--- config.mk ---
export PLATFORM = sky130hd
export DESIGN_NAME = spi_xfer_queue
export DESIGN_NICKNAME = d
export VERILOG_FILES = /design/src/rtl/spi_xfer_queue.sv
export SDC_FILE = /design/constraint.sdc
export NUM_CORES = 1
export LEC_CHECK = 0
export CORE_MARGIN = 2
export CORE_UTILIZATION = 30
export DETAILED_ROUTE_END_ITERATION = 7
export DONT_BUFFER_PORTS = 1
export GPL_ROUTABILITY_DRIVEN = 0
export GPL_TIMING_DRIVEN = 1
export SLEW_MARGIN = 20
export SYNTH_ARGS = -nofsm -noshare
export SYNTH_HDL_FRONTEND = slang
export SYNTH_SLANG_ARGS = --single-unit
--- constraint.sdc ---
create_clock -name clk -period 3.3 [get_ports clk]
set_clock_uncertainty 0.1 [all_clocks]
set_input_delay 0.495 -clock clk [delete_from_list [all_inputs] [get_ports clk]]
set_output_delay 0.495 -clock clk [all_outputs]
set_load 0.01 [all_outputs]
--- src/rtl/spi_xfer_queue.sv ---
// spi_xfer_queue
// Byte queue in front of an SPI master. Bytes written into the TX FIFO are
// launched one at a time toward the master. The byte it returns is stored in
// the RX FIFO. A transfer is started only when the RX FIFO has room, so RX
// can never overflow. A transfer that gets no response sets a sticky timeout
// flag and stores nothing.
//
// Ports
//   clk, rst                  clock; synchronous active-high reset
//   tx_wr_en, tx_wr_data      push one byte into the TX FIFO
//   tx_full, tx_count         TX FIFO status
//   rx_rd_en                  pop the RX FIFO head
//   rx_rd_data                RX FIFO head (first-word-fall-through)
//   rx_empty, rx_count        RX FIFO status
//   spi_send_enable           one-cycle launch pulse to the SPI master
//   spi_send_data             byte being sent; held until the next launch
//   spi_rx_data               byte returned by the SPI master
//   spi_rx_valid              master receive strobe; only its rising edge counts
//   busy                      a transfer is in progress
//   timeout_err, err_clr      sticky timeout flag and its clear
module spi_xfer_queue #(
    parameter int DEPTH       = 8,
    parameter int TIMEOUT_CYC = 1024
) (
    input  logic                   clk,
    input  logic                   rst,
    input  logic                   tx_wr_en,
    input  logic [7:0]             tx_wr_data,
    output logic                   tx_full,
    output logic [$clog2(DEPTH):0] tx_count,
    input  logic                   rx_rd_en,
    output logic [7:0]             rx_rd_data,
    output logic                   rx_empty,
    output logic [$clog2(DEPTH):0] rx_count,
    output logic                   spi_send_enable,
    output logic [7:0]             spi_send_data,
    input  logic [7:0]             spi_rx_data,
    input  logic                   spi_rx_valid,
    output logic                   busy,
    output logic                   timeout_err,
    input  logic                   err_clr
);
    localparam int AW = $clog2(DEPTH);
    localparam int CW = AW + 1;
    localparam int TW = $clog2(TIMEOUT_CYC + 1);
    localparam logic [CW-1:0] DEPTH_C      = CW'(DEPTH);
    localparam logic [TW-1:0] TIMEOUT_LAST = TW'(TIMEOUT_CYC - 1);

    typedef enum logic [1:0] {
        ST_IDLE,
        ST_LAUNCH,
        ST_WAIT,
        ST_STORE
    } state_t;

    state_t state_reg, state_next;

    logic [7:0]    tx_mem [DEPTH];
    logic [AW-1:0] tx_wr_ptr_reg, tx_rd_ptr_reg;
    logic [CW-1:0] tx_count_reg;
    logic [7:0]    rx_mem [DEPTH];
    logic [AW-1:0] rx_wr_ptr_reg, rx_rd_ptr_reg;
    logic [CW-1:0] rx_count_reg;

    logic [TW-1:0] wait_cnt_reg, wait_cnt_inc;
    logic [7:0]    send_data_reg, rx_capture_reg;
    logic          rx_valid_prev_reg, timeout_err_reg;

    logic tx_push, tx_pop, rx_push, rx_pop;
    logic capture, timeout_set, rx_valid_rise;

    // A push into a full TX FIFO is accepted only when the launch pops the
    // head in the same cycle.
    assign tx_push       = tx_wr_en && (!tx_full || tx_pop);
    assign rx_pop        = rx_rd_en && !rx_empty;
    assign rx_valid_rise = spi_rx_valid && !rx_valid_prev_reg;
    assign wait_cnt_inc  = wait_cnt_reg + 1'b1;

    // ---------------- FSM ----------------
    always_ff @(posedge clk) begin
        if (rst) begin
            state_reg <= ST_IDLE;
        end else begin
            state_reg <= state_next;
        end
    end

    always_comb begin
        state_next  = state_reg;
        tx_pop      = 1'b0;
        rx_push     = 1'b0;
        capture     = 1'b0;
        timeout_set = 1'b0;
        case (state_reg)
            ST_IDLE: begin
                if ((tx_count_reg != '0) && (rx_count_reg < DEPTH_C)) begin
                    tx_pop     = 1'b1;
                    state_next = ST_LAUNCH;
                end
            end
            ST_LAUNCH: state_next = ST_WAIT;
            ST_WAIT: begin
                // A response arriving in the last allowed cycle still wins
                // over the timeout.
                if (rx_valid_rise) begin
                    capture    = 1'b1;
                    state_next = ST_STORE;
                end else if (wait_cnt_inc == TIMEOUT_LAST) begin
                    timeout_set = 1'b1;
                    state_next  = ST_IDLE;
                end
            end
            ST_STORE: begin
                rx_push    = 1'b1;
                state_next = ST_IDLE;
            end
            default: state_next = ST_IDLE;
        endcase
    end

    // Wait counter holds the number of WAIT cycles already spent. It reaches
    // TIMEOUT_CYC-1 on the edge that raises timeout_err. That edge comes
    // TIMEOUT_CYC cycles after the LAUNCH cycle.
    always_ff @(posedge clk) begin
        if (rst) begin
            wait_cnt_reg      <= '0;
            rx_valid_prev_reg <= 1'b0;
            send_data_reg     <= 8'h00;
            rx_capture_reg    <= 8'h00;
            timeout_err_reg   <= 1'b0;
        end else begin
            rx_valid_prev_reg <= spi_rx_valid;
            if (state_reg == ST_LAUNCH) begin
                wait_cnt_reg <= '0;
            end else if (state_reg == ST_WAIT) begin
                wait_cnt_reg <= wait_cnt_inc;
            end
            if (tx_pop) begin
                send_data_reg <= tx_mem[tx_rd_ptr_reg];
            end
            if (capture) begin
                rx_capture_reg <= spi_rx_data;
            end
            if (timeout_set) begin
                timeout_err_reg <= 1'b1;
            end else if (err_clr) begin
                timeout_err_reg <= 1'b0;
            end
        end
    end

    // ---------------- TX FIFO ----------------
    always_ff @(posedge clk) begin
        if (!rst && tx_push) begin
            tx_mem[tx_wr_ptr_reg] <= tx_wr_data;
        end
    end

    always_ff @(posedge clk) begin
        if (rst) begin
            tx_wr_ptr_reg <= '0;
            tx_rd_ptr_reg <= '0;
            tx_count_reg  <= '0;
        end else begin
            if (tx_push) tx_wr_ptr_reg <= tx_wr_ptr_reg + 1'b1;
            if (tx_pop)  tx_rd_ptr_reg <= tx_rd_ptr_reg + 1'b1;
            case ({tx_push, tx_pop})
                2'b10:   tx_count_reg <= tx_count_reg + 1'b1;
                2'b01:   tx_count_reg <= tx_count_reg - 1'b1;
                default: tx_count_reg <= tx_count_reg;
            endcase
        end
    end

    // ---------------- RX FIFO ----------------
    always_ff @(posedge clk) begin
        if (!rst && rx_push) begin
            rx_mem[rx_wr_ptr_reg] <= rx_capture_reg;
        end
    end

    always_ff @(posedge clk) begin
        if (rst) begin
            rx_wr_ptr_reg <= '0;
            rx_rd_ptr_reg <= '0;
            rx_count_reg  <= '0;
        end else begin
            if (rx_push) rx_wr_ptr_reg <= rx_wr_ptr_reg + 1'b1;
            if (rx_pop)  rx_rd_ptr_reg <= rx_rd_ptr_reg + 1'b1;
            case ({rx_push, rx_pop})
                2'b10:   rx_count_reg <= rx_count_reg + 1'b1;
                2'b01:   rx_count_reg <= rx_count_reg - 1'b1;
                default: rx_count_reg <= rx_count_reg;
            endcase
        end
    end

    // ---------------- Outputs ----------------
    assign tx_full         = (tx_count_reg == DEPTH_C);
    assign tx_count        = tx_count_reg;
    assign rx_empty        = (rx_count_reg == '0);
    assign rx_count        = rx_count_reg;
    assign rx_rd_data      = rx_mem[rx_rd_ptr_reg];
    assign spi_send_enable = (state_reg == ST_LAUNCH);
    assign spi_send_data   = send_data_reg;
    assign busy            = (state_reg != ST_IDLE);
    assign timeout_err     = timeout_err_reg;

endmodule

Yosys cells after proc, flatten, opt, wreduce, memory -nomap -nowiden
Memories as Yosys holds them, arrays and structs flattened. A register that Yosys moved wholly into a read port is not among the register bits.
Index checks and enable logic that the tools add are counted.
{"block": "totals", "regBits": 43, "ram_bits": 128, "input_bits": 22, "output_inout_bits": 29, "elab_cells": 76, "n_memories": 2}
{"memory": "rx_mem", "depth": 8, "width": 8, "rd": 1, "rd_clocked_by_memory_dff": 1, "write_ports": 1, "line": "61", "text": "logic [7:0] rx_mem [DEPTH];"}
{"memory": "tx_mem", "depth": 8, "width": 8, "rd": 1, "rd_clocked_by_memory_dff": 1, "write_ports": 1, "line": "58", "text": "logic [7:0] tx_mem [DEPTH];"}
{"block": "op_classes", "addsub": 9, "magnitude_cmp": 1, "eq_ne": 11, "muxes": 22, "n_reduce_logical": 20}
{"operator": "4-bit case mux with 2 select lines", "n": 2}
{"operator": "1-bit two-way mux", "n": 14}
{"operator": "3-bit by 1-bit adder with 3-bit output (second input constant)", "n": 4}
{"operator": "11-bit by 1-bit adder with 11-bit output (second input constant)", "n": 1}
{"operator": "11-bit by 10-bit equality test with 1-bit output (second input constant)", "n": 1}
{"operator": "4-bit by 1-bit adder with 4-bit output (second input constant)", "n": 2}
{"operator": "2-bit equality test (second input constant)", "n": 4}
{"operator": "2-bit case mux with 4 select lines", "n": 1}
{"operator": "2-bit nonzero test", "n": 4}
{"operator": "4-bit by 1-bit subtractor with 4-bit output (second input constant)", "n": 2}
{"operator": "2-bit by 1-bit equality test with 1-bit output (second input constant)", "n": 3}
{"operator": "1-bit logical AND", "n": 6}
{"operator": "2-bit two-way mux", "n": 3}
{"operator": "3-bit two-way mux", "n": 2}
{"operator": "4-bit equality test (second input constant)", "n": 1}
{"operator": "1-bit logical NOT", "n": 4}
{"operator": "4-bit logical NOT", "n": 1}
{"operator": "4-bit less-than comparator (second input constant)", "n": 1}
{"operator": "4-bit nonzero test", "n": 1}
{"operator": "3-bit != test (second input constant)", "n": 1}
{"operator": "2-bit logical NOT", "n": 1}
{"operator": "2-bit != test (second input constant)", "n": 1}
{"operator": "2-bit AND reduction", "n": 1}
{"operator": "2-bit OR reduction", "n": 1}
{"operator": "1-bit logical OR", "n": 1}

Logic depth before layout (Yosys ltp)
{"block": "depth", "word_depth": 9, "ltp_mapped": 9, "ltp_nobuf": 9}

Worst setup path after synthesis
OpenSTA, ideal clock, no wires.
{"block": "synth_path", "path_type": "reg2reg", "from": "register rx_count_reg[0] (netlist: rx_count[0])", "to": "register rx_count_reg[3] (netlist: rx_count[3])", "setup_time_ps": 70, "t_arrival_ps": 2429, "required_time_ps": 3130, "path_slack_ps": 701, "path_stages_with_launch": 10, "path_buffers": 0, "period_less_slack_ps": 2599, "path_cell_list": "dfxtp_1 nor4_1 nor2b_1 ha_1 ha_1 a21o_1 a21oi_1 xnor2_1 or3_1 a21oi_1"}
{"block": "synth_via", "elab_chain_len": 5, "word_cells_on_any_way": 9, "classes_between": "2 x add/sub; 2 x eq/ne; 1 x mux; 4 x reduce/logical"}
{"element": "from (decl)", "line": "63", "text": "logic [CW-1:0] rx_count_reg;"}
{"element": "from (signal assigned)", "line": "191", "text": "2'b10: rx_count_reg <= rx_count_reg + 1'b1;"}
{"element": "from (signal assigned)", "line": "192", "text": "2'b01: rx_count_reg <= rx_count_reg - 1'b1;"}
{"element": "from (signal assigned)", "line": "193", "text": "default: rx_count_reg <= rx_count_reg;"}
{"element": "4-bit logical NOT *", "line": "201", "text": "assign rx_empty = (rx_count_reg == '0);"}
{"element": "named net rx_empty", "line": "33", "text": "output logic rx_empty,"}
{"element": "1-bit logical NOT *", "line": "75", "text": "assign rx_pop = rx_rd_en && !rx_empty;"}
{"element": "1-bit logical AND *", "line": "75"}
{"element": "2-bit by 1-bit equality test with 1-bit output or 2-bit equality test (tied branches)", "line": "190", "text": "case ({rx_push, rx_pop})"}
{"element": "4-bit case mux with 2 select lines or 2-bit nonzero test (tied branches)"}
Mark *: on every way through the listed nets, which the timed path passes. The rest lies on a longest branch.
A chain may end at the register's enable or synchronous reset.

Worst setup path after layout
{"block": "layout_path", "from": "register rx_count_reg[3] (netlist: rx_count[3])", "to": "register tx_count_reg[3] (netlist: tx_count[3])"}
{"block": "layout_via", "elab_chain_len": 8, "word_cells_on_any_way": 10, "classes_between": "1 x order compare; 2 x eq/ne; 3 x mux; 4 x reduce/logical"}
{"element": "4-bit less-than comparator *", "line": "96", "text": "if ((tx_count_reg != '0) && (rx_count_reg < DEPTH_C)) begin"}
{"element": "1-bit logical AND *", "line": "96"}
{"element": "1-bit two-way mux *", "line": "96"}
{"element": "1-bit two-way mux *", "line": "94", "text": "case (state_reg)"}
{"element": "1-bit logical OR", "line": "74", "text": "assign tx_push = tx_wr_en && (!tx_full || tx_pop);"}
{"element": "1-bit logical AND", "line": "74"}
{"element": "2-bit by 1-bit equality test with 1-bit output or 2-bit equality test (tied branches)", "line": "167", "text": "case ({tx_push, tx_pop})"}
{"element": "4-bit case mux with 2 select lines or 2-bit nonzero test (tied branches)"}
{"element": "to (signal assigned)", "line": "168", "text": "2'b10: tx_count_reg <= tx_count_reg + 1'b1;"}
{"element": "to (signal assigned)", "line": "169", "text": "2'b01: tx_count_reg <= tx_count_reg - 1'b1;"}
{"element": "to (signal assigned)", "line": "170", "text": "default: tx_count_reg <= tx_count_reg;"}
{"element": "to (decl)", "line": "60", "text": "logic [CW-1:0] tx_count_reg;"}
Mark *: on every way between the ends. The rest lies on a longest branch, timed or not.

==> results.md <==
- Outcome: completed
- Count leader, synth: edfxtp_1
- Area growth syn-to-layout: 14.25%
- Critical path launch point type: flip-flop
- RSZ-0062 raised after global routing: no
- Placed insts: 808
- Syn_nets: 520
- IO Count: 51
- Grt ovf: 0
- Number of synthesized flops with an enable pin: 128
- #FFs+latches synth: approximately 180
- Largest area contributor in the netlist: edfxtp_1
- Post_cts resized: 0
- Final Cycle Share: between 90% and 100%
- Final total power: 5962 uW
- Core box area: 24180 um2
- N_diodes: 0
- Hold-fix buffers, CTS: 0
- Min-delay worst type: in2reg
- Syn_area_per_cell: 15.14 um2
- Drt wl/cell: 17.48 um
- Setup-failing EPs final: 0
- Post-synthesis sequential area ratio: 67.09%
- Final ANT Viol Nets: 0
- Total GRT Usage: about an eighth
- Power per cell area: 710.9 nW/um2
- Initial Util: a little under a third
- CTS max path bufs: 2
- Leakage power figure: about 0.0027 uW
- Mapped Area: around 7300 um2
- Req. time, crit path: about 3600 ps
- Initial antenna violation count: 0
- Synth top area cells: edfxtp_1 52%, dfxtp_1 15%, mux4_2 9.8%
- Post-CTS setup buffers: 0
- Placed inst area: between 7000 and 8000 um2
- Clock Pin Slew Worst Setup and Hold Paths: roughly 80 ps
- WS Path Type: reg2reg
- Max-slew violation count: 0
- Detailed Route WL: between 10000 and 15000 um
- Core Rows: 57
- Post-Syn Instances: around 490
- DIE AREA: about 26000 um2
- DR vias: between 3000 and 4000
- H-tree level count: 4
- DRC: 0
- Layout cells sized above 1: 19.96%
- Period minus WS final: approximately 3000 ps
- Final HPWL DP: approximately 9500 um
- Die Ht: around 160 um
- Synth Warn #: 0
- Max IR drop VDD: ~290 uV
- Synth top area share: a little over half
- Sink Count: roughly 180
- # fillers: ~2300
- Starting DRT DRC Count: ~290
- TNS Setup: 0 ps
- Width of the die: 160.4 um
- Clk Latency, worst-skew pair: 430 ps
- Unique masters post-synth: 48
- Max Freq: roughly 330 MHz
- Max-cap viol count: 0
- Final Instance Area: approximately 8400 um2
- Slew at the pin closest to its max-slew limit: between 900 and 1000 ps
- Global-route wire length before repair: 23030 um
- Vias per inst: ~4.7
- CTS tree: built
- Main synth FF type: edfxtp_1
- CP Max Fanout: 6
- Critical Path AT: roughly 3300 ps
- Max-slew headroom: a little over a third
- Num CTS Buffers: 17
- Post-layout nets: about 540
- Final hold vios: 0
- Root Driver: clkbuf_16
- Largest net degree at the start of global routing: between 50 and 60
- Pre-antenna DRT Iters: 5
- Non-filler cells, final: 840
- Async set-reset flop share out of synthesis: 0%
- Number of global-route vias before repair: 4098
- Utilization of the core after routing: between 30% and 40%
- PortBufs: 0
- Post-synth top cells: 128 x edfxtp_1, 54 x dfxtp_1, 54 x nor2_1
- CP endpoint kind: flip-flop
## placed cells by master, fill, tap and decap left out, types with 2 or more instances in the layout
cell type / Yosys / final
edfxtp_1: 128 / 128
dfxtp_1: 54 / 54
nor2_1: 54 / 53
mux4_2: 32 / 32
nand2_1: 31 / 31
buf_4: 3 / 22
clkbuf_16: 0 / 17
a21oi_1: 16 / 16
xor2_1: 15 / 15
mux2i_1: 11 / 11
ha_1: 11 / 11
inv_1: 10 / 10
xnor2_1: 10 / 10
nand2b_1: 9 / 9
nand3_1: 9 / 9
a211oi_1: 9 / 9
mux2_2: 8 / 8
inv_8: 0 / 7
nor3_1: 6 / 6
nor4_1: 5 / 5
nand4_1: 4 / 4
or2_2: 3 / 3
nor2b_1: 3 / 3
nand3b_1: 3 / 3
nor4b_1: 3 / 3
and3_1: 3 / 3
or3_4: 2 / 2
or3_1: 2 / 2
o21ai_0: 2 / 2
a21o_1: 2 / 2
fa_1: 2 / 2
inv_6: 0 / 2
clkinv_8: 0 / 2
clkinv_4: 0 / 2
## per-stage QoR
stage	setup WS (ps)	hold slack, ps
2_1_floorplan	700.9	368.2
3_3_place_gp	623.6	385.0
3_5_place_dp	346.7	407.0
4_1_cts	335.5	5.105
5_1_grt	217.4	6.539
6_report	291.4	21.78
## layer usage
metal / routed length (um) / GRT usage (%) / part of all wire (%)
met5: 0 / 0 / 0
met2: 7343 / 19.98 / 50
met4: 195 / 3.972 / 1.3
met3: 815 / 3.719 / 5.6
met1: 6329 / 14.28 / 43
## final cells by class
type / count / area (um2) / area share, %
timing repair buffer: 22 / 165.2 / 1.969
clock buffer: 17 / 425.4 / 5.072
tap: 324 / 405.4 / 4.834
inverter: 10 / 37.54 / 0.4476
sequential: 182 / 4925 / 58.72
multi-input combinational: 270 / 2273 / 27.11
clock inverter: 15 / 155.1 / 1.850
## final timing paths
| path | endpoint | startpoint | slack [ps] | cells after the start |
|---|---|---|---|---|
| max | tx_count[3] | rx_count[3] | 290 | 9 |
| min | tx_count[1] | rst | 20 | 1 |
| max reg2reg | tx_count[3] | rx_count[3] | 290 | 9 |
| min reg2reg | wait_cnt_reg[0] | wait_cnt_reg[0] | 410 | 2 |
## critical path: stages (launching register included)
cell,delay (ps)
dfxtp_1,430
or3_4,410
or3_4,420
inv_1,100
ha_1,240
a21o_1,180
a21oi_1,330
nor4b_1,380
o21bai_1,140
a31oi_1,210
## cell families after synthesis
| family | share of synthesized area [%] |
|---|---|
| flops | 67.09 |
| simple gates | 9.460 |
| mux | 12.54 |
| compound gates | 3.528 |
| buf+inv | 1.977 |
| xor+xnor | 2.983 |
| fa+ha+maj | 2.420 |
## report_power, final
group	switching (uW)	internal, uW
registers	195	2580
clock network	962	1010
logic	637	569
total	1790	4170
Note: power is estimated with default switching activity, not from simulation.
